--- src/rtl/calc_pkg.sv ---
// Shared calculator types: operator codes, key codes,
// scanner states and the matrix-position to key decode.
package calc_pkg;

    typedef logic [2:0] op_t;

    localparam op_t OP_NONE = 3'b000;
    localparam op_t OP_ADD  = 3'b001;
    localparam op_t OP_SUB  = 3'b010;
    localparam op_t OP_MUL  = 3'b100;

    typedef enum logic [3:0] {
        K0, K1, K2, K3, K4, K5, K6, K7, K8, K9,
        K_ADD, K_SUB, K_MUL, K_EQ, K_STAR, K_HASH
    } key_code_t;

    typedef enum logic [1:0] {
        ST_SCAN,
        ST_DEBOUNCE,
        ST_EMIT,
        ST_RELEASE
    } scan_state_t;

    // Matrix position (row, col) to key code
    function automatic key_code_t key_decode(
        input logic [1:0] row,
        input logic [1:0] col
    );
        key_code_t k;
        k = K_HASH;
        unique case ({row, col})
            4'h0: k = K1;
            4'h1: k = K2;
            4'h2: k = K3;
            4'h3: k = K_ADD;
            4'h4: k = K4;
            4'h5: k = K5;
            4'h6: k = K6;
            4'h7: k = K_SUB;
            4'h8: k = K7;
            4'h9: k = K8;
            4'hA: k = K9;
            4'hB: k = K_MUL;
            4'hC: k = K_STAR;
            4'hD: k = K0;
            4'hE: k = K_HASH;
            4'hF: k = K_EQ;
        endcase
        return k;
    endfunction

    // Lowest-numbered active-low row
    function automatic logic [1:0] low_row(
        input logic [3:0] rows
    );
        logic [1:0] r;
        r = 2'd3;
        if (!rows[0])      r = 2'd0;
        else if (!rows[1]) r = 2'd1;
        else if (!rows[2]) r = 2'd2;
        return r;
    endfunction

endpackage

--- src/rtl/keypad_debounce.sv ---
// Stable-cycle counter shared by press and release
// qualification; done holds once CYCLES matches are seen.
module keypad_debounce #(
    parameter int CYCLES = 1000
) (
    input  logic clk,
    input  logic RST,
    input  logic en,
    input  logic match,
    input  logic clr,
    output logic done
);

    localparam int CW = $clog2(CYCLES + 1);

    logic [CW-1:0] cnt;

    assign done = (cnt == CW'(CYCLES));

    // Count consecutive matching cycles, restart on mismatch
    always_ff @(posedge clk or posedge RST) begin
        if (RST) begin
            cnt <= '0;
        end else if (clr) begin
            cnt <= '0;
        end else if (en) begin
            if (!match)
                cnt <= '0;
            else if (!done)
                cnt <= cnt + 1'b1;
        end
    end

endmodule

--- src/rtl/keypad_scanner.sv ---
// 4x4 active-low keypad scanner with debounce and strobes.
// KEYPAD_CLEAR_EN: '*' pulses clear_input and drops operator.
module keypad_scanner
    import calc_pkg::*;
#(
    parameter int SCAN_DIV        = 16,
    parameter int DEBOUNCE_CYCLES = 1000
) (
    input  logic       clk,
    input  logic       RST,
    input  logic [3:0] row_in,
    output logic [3:0] col_out,
    output logic [3:0] keypad_input,
    output logic       read_input,
    output op_t        operator_input,
    output logic       equal_input,
    output logic       clear_input
);

    localparam int DW = $clog2(SCAN_DIV);

    logic [3:0]    row_s1;
    logic [3:0]    row_s2;
    scan_state_t   state;
    logic [1:0]    col;
    logic [DW-1:0] div;
    logic [3:0]    pat;
    logic [1:0]    row_idx;
    key_code_t     key;
    logic          any_low;
    logic          dwell_end;
    logic          db_en;
    logic          db_match;
    logic          db_clr;
    logic          db_done;
    logic          emit_go;

    assign col_out   = ~(4'b0001 << col);
    assign key       = key_decode(row_idx, col);
    assign any_low   = (row_s2 != 4'hF);
    assign dwell_end = (div == DW'(SCAN_DIV - 1));
    assign db_en     = (state == ST_DEBOUNCE) ||
                       (state == ST_RELEASE);
    assign db_match  = (state == ST_DEBOUNCE) ?
                       (row_s2 == pat) : !any_low;
    assign db_clr    = (state == ST_SCAN) ||
                       (state == ST_EMIT) || db_done;
    assign emit_go   = (state == ST_DEBOUNCE) && db_done;

    // Two-flop row synchronizer
    always_ff @(posedge clk or posedge RST) begin
        if (RST) begin
            row_s1 <= 4'hF;
            row_s2 <= 4'hF;
        end else begin
            row_s1 <= row_in;
            row_s2 <= row_s1;
        end
    end

    keypad_debounce #(
        .CYCLES(DEBOUNCE_CYCLES)
    ) u_db (
        .clk  (clk),
        .RST  (RST),
        .en   (db_en),
        .match(db_match),
        .clr  (db_clr),
        .done (db_done)
    );

    // Scan / debounce / emit / release sequencing
    always_ff @(posedge clk or posedge RST) begin
        if (RST) begin
            state   <= ST_SCAN;
            col     <= 2'd0;
            div     <= '0;
            pat     <= 4'hF;
            row_idx <= 2'd0;
        end else begin
            unique case (state)
                ST_SCAN: begin
                    if (dwell_end) begin
                        div <= '0;
                        if (any_low) begin
                            pat     <= row_s2;
                            row_idx <= low_row(row_s2);
                            state   <= ST_DEBOUNCE;
                        end else begin
                            col <= col + 2'd1;
                        end
                    end else begin
                        div <= div + 1'b1;
                    end
                end
                ST_DEBOUNCE: begin
                    if (db_done)
                        state <= ST_EMIT;
                    else if (!db_match)
                        state <= ST_SCAN;
                end
                ST_EMIT: begin
                    state <= ST_RELEASE;
                end
                ST_RELEASE: begin
                    if (db_done) begin
                        state <= ST_SCAN;
                        col   <= 2'd0;
                        div   <= '0;
                    end
                end
            endcase
        end
    end

    // Load outputs on the edge into EMIT so strobes show there
    always_ff @(posedge clk or posedge RST) begin
        if (RST) begin
            keypad_input   <= 4'd0;
            read_input     <= 1'b0;
            operator_input <= OP_NONE;
            equal_input    <= 1'b0;
        end else begin
            read_input  <= 1'b0;
            equal_input <= 1'b0;
            if (emit_go) begin
                case (key)
                    K0, K1, K2, K3, K4,
                    K5, K6, K7, K8, K9: begin
                        keypad_input <= 4'(key);
                        read_input   <= 1'b1;
                    end
                    K_ADD: operator_input <= OP_ADD;
                    K_SUB: operator_input <= OP_SUB;
                    K_MUL: operator_input <= OP_MUL;
                    K_EQ:  equal_input    <= 1'b1;
`ifdef KEYPAD_CLEAR_EN
                    K_STAR: operator_input <= OP_NONE;
`endif
                    default: ;
                endcase
            end
        end
    end

`ifdef KEYPAD_CLEAR_EN
    logic clear_q;

    // Clear strobe for '*'
    always_ff @(posedge clk or posedge RST) begin
        if (RST)
            clear_q <= 1'b0;
        else
            clear_q <= emit_go && (key == K_STAR);
    end

    assign clear_input = clear_q;
`else
    assign clear_input = 1'b0;
`endif

endmodule

--- config.mk ---
export PLATFORM = sky130hd
export DESIGN_NAME = keypad_scanner
export DESIGN_NICKNAME = d
export VERILOG_FILES = /design/src/rtl/calc_pkg.sv /design/src/rtl/keypad_debounce.sv /design/src/rtl/keypad_scanner.sv
export SDC_FILE = /design/constraint.sdc
export NUM_CORES = 1
export LEC_CHECK = 0
export BUFFER_PORTS_ARGS = -buffer_cell sky130_fd_sc_hd__clkbuf_2
export CAP_MARGIN = 20
export CORE_MARGIN = 2
export CORE_UTILIZATION = 40
export CTS_CLUSTER_SIZE = 14
export DETAILED_ROUTE_END_ITERATION = 16
export PLACE_DENSITY = 0.62
export RECOVER_POWER = 100
export SKIP_CTS_REPAIR_TIMING = 1
export SLEW_MARGIN = 20
export SYNTH_ARGS = -nofsm -noshare
export SYNTH_HDL_FRONTEND = slang
export SYNTH_SLANG_ARGS = --single-unit
--- constraint.sdc ---
create_clock -name clk -period 2.4 [get_ports clk]
set_input_delay 0 -clock clk [delete_from_list [all_inputs] [get_ports clk]]
set_output_delay 0 -clock clk [all_outputs]
set_load 0.02 [all_outputs]
==> results.yml <==
placement:
  dp_hpwl_um: 2490
  port_buffers: 18
  gp_congestion: 0.804
detailed_routing:
  via_per_inst: 4.83
  vias: 1416
  drt_iter0_drc: 54
  drc: 0
  drt_pass1_iterations: 4
  final_antenna_net_count: 0
  routedWlPerCell_um: 11.7
  routed_wl_um: 3430
clock_network:
  path_clk_slew_ns: 0.07
  cts_sinks: 41
  h-tree-depth: 2
  root_buffer: "clkbuf_8"
  cts_buffers: 5
  clockBufferDepth: 2
  tritoncts: "yes"
  clock_latency_ns: 0.28
floorplan:
  die_y_um: 76.1
  num_rows: 26
  dieArea_mm2: 0.00579
  coreArea_mm2: 0.00507
  initial_utilization_pct: 41.0
  ios: 20
  die_x_um: 76.1
logic_synthesis:
  synth_top_cell_area_share_pct: 34.9
  synth-edff-count: 0
  synth.ff_latch_count: 41
  netlist_area_mm2: 0.00208
  synthDominantAreaCellType: "dfrtp_1"
  ys_seq_area_share_pct: 50.1
  yosys_warnings: 0
  synthTopCellsByArea: "dfrtp_1 35%, dfstp_2 15%, ha_1 6.0%"
  syn_avg_cell_area_um2: 10.8
  synthCells: 192
  synthArstFlopShare_pct: 100
  synthFlopType: "dfrtp_1"
  synth_nets: 208
  synth.distinct_cells: 43
sta:
  slew_viol_final: 0
  hold_ws_ns: 0.345
  hold_viol_final: 0
  fmax_ghz: 0.483
  fin_skew_ns: 0.00439
  rsz0062_at_grt: "false"
  period_share_pct: 86.3
  tightest_slew_ns: 0.976
  finalSetupViolCount: 0
  relSlewSlack_pct: 34.9
  setup-tns-final_ns: 0
  fin_crit_ns: 2.07
finish:
  area_growth_pct: 15.0
  nFillCells: 501
  fin_nets: 238
  fin_util_pct: 47.1
  drive_gt1_share_pct: 18.8
  antennaDiodeCount: 0
run_status:
  status: "complete, no violations"
grt:
  gr-total-overflow: 0
  grt_pass1_wl_um: 6240
  grtUsageTotal_pct: 13.4
  grt_antenna_before_repair: 0
  grt_start_max_net_pins: 42
  grt_pass1_vias: 1364
worst_setup_path:
  critPathRequiredTime_ns: 2.58
  r2r_start: "col[1]"
  criticalPathCategory: "reg -> reg"
  worstSetupStartpointType: "register"
  end_kind: "register"
  rr_endpoint: "keypad_input[1]"
  reg2reg_slack_ns: 0.33
  worstPathMaxFanout: 8
  r2r_cells: 7
  cp.arrival_ns: 2.25
hold_path:
  hold_path_class: "in -> reg"
  min-delay-start: "row_in[0]"
  holdPathEnd: "row_s1[0]"
  hold_path_depth: 2
pwr:
  cellPowerDensity_mw_per_mm2: 840
  leakage_nw: 1.04
  irDropWorstVdd_v: 0.000402
job:
  cap_violations: 0
[logic make-up after synthesis]
logic type	after synthesis	synth area share [%]
other	1	0.180
multiplexers	15	9.09
AND/OR/NAND/NOR	68	16.9
buffers and inverters	19	4.33
AO/OA/AOI/OAI	24	7.52
adder cells (fa/ha/maj)	10	6.02
flip-flops	41	50.1
XOR/XNOR	14	5.90
[synthesized netlist by cell type, types with 2 or more instances]
cell type,number
dfrtp_1,29
ha_1,10
nor2_1,20
and2_1,2
xnor2_1,8
mux2_2,8
xor2_1,6
inv_1,14
buf_6,2
o21ai_0,11
mux2i_1,5
nand2_1,17
nand3_1,9
dfstp_2,12
and3_1,4
nand4_1,5
a21oi_1,4
[through the flow]
step / worst slack, ns / cell area (um^2) / cells / power [mW]
detailed placement: 0.347 / 2260 / 280 / 1.50
floorplan: 0.377 / 2080 / 192 / 1.40
CTS: 0.321 / 2360 / 288 / 2.04
global placement: 0.380 / 2260 / 280 / 1.48
finish: 0.328 / 2390 / 293 / 2.01
global route: 0.130 / 2390 / 293 / 2.17
[layout make-up]
class | instances | area, um^2 | share of cell area [%]
repair buffers | 28 | 155 | 6.49
inverters | 14 | 52.6 | 2.20
clock inverters | 2 | 33.8 | 1.41
well taps | 70 | 87.6 | 3.66
flip-flops and latches | 41 | 1040 | 43.5
clock buffers | 6 | 72.6 | 3.04
multi-input cells | 132 | 948 | 39.7
[routing by layer]
metal | global-route usage (%) | vias up | routed length (um)
met5 | 0 | - | 0
met4 | 5.45 | 0 | 62
met3 | 3.67 | 5 | 116
met2 | 22.4 | 23 | 1620
met1 | 16.3 | 674 | 1630
li1 | - | 714 | -
[placed cells by master (no fill, tap or decap), types with 3 or more instances in the layout]
| master | n |
|---|---|
| nand4_1 | 5 |
| xor2_1 | 6 |
| dfstp_2 | 11 |
| ha_1 | 10 |
| clkbuf_8 | 5 |
| dlygate4sd3_1 | 5 |
| dfrtp_1 | 29 |
| inv_1 | 14 |
| clkbuf_2 | 6 |
| clkbuf_1 | 15 |
| nand2_1 | 17 |
| buf_4 | 3 |
| o21ai_0 | 11 |
| mux2_2 | 8 |
| nor2_1 | 20 |
| xnor2_1 | 8 |
| and3_1 | 4 |
| a21oi_1 | 4 |
| nand3_1 | 9 |
| mux2i_1 | 5 |
[worst max path at each step]
stage,to,cells after the start,startpoint,slack (ns)
floorplan,keypad_input[0],7,col[0],0.38
global placement,keypad_input[1],7,col[1],0.38
detailed placement,keypad_input[0],7,col[1],0.35
CTS,keypad_input[1],7,col[1],0.32
global route,keypad_input[1],7,col[1],0.13
finish,keypad_input[1],7,col[1],0.33
[critical path, cell delays in order, from the launching register on]
cell and delay [ns]:
dfrtp_1 0.46, inv_1 0.14, ha_1 0.31, mux2i_1 0.10, a21oi_4 0.27, nand2_1 0.10, a21boi_2 0.23, mux2_2 0.36
[registers in the layout (all words and copies together) (netlist names), 2 cells and up, named ones only]
signal / flops
div: 4
col: 2
row_idx: 2
row_s2: 4
keypad_input: 4
pat: 4
operator_input: 3
row_s1: 4
u_db.cnt: 10
[power by group]
part           total [mW]  switching (mW)  leakage (nW)  internal (mW)
sequential          0.942           0.120         0.520          0.822
clock               0.527           0.220        0.0528          0.307
combinational       0.540           0.279         0.462          0.261
Power figures use the tool's default switching activity.
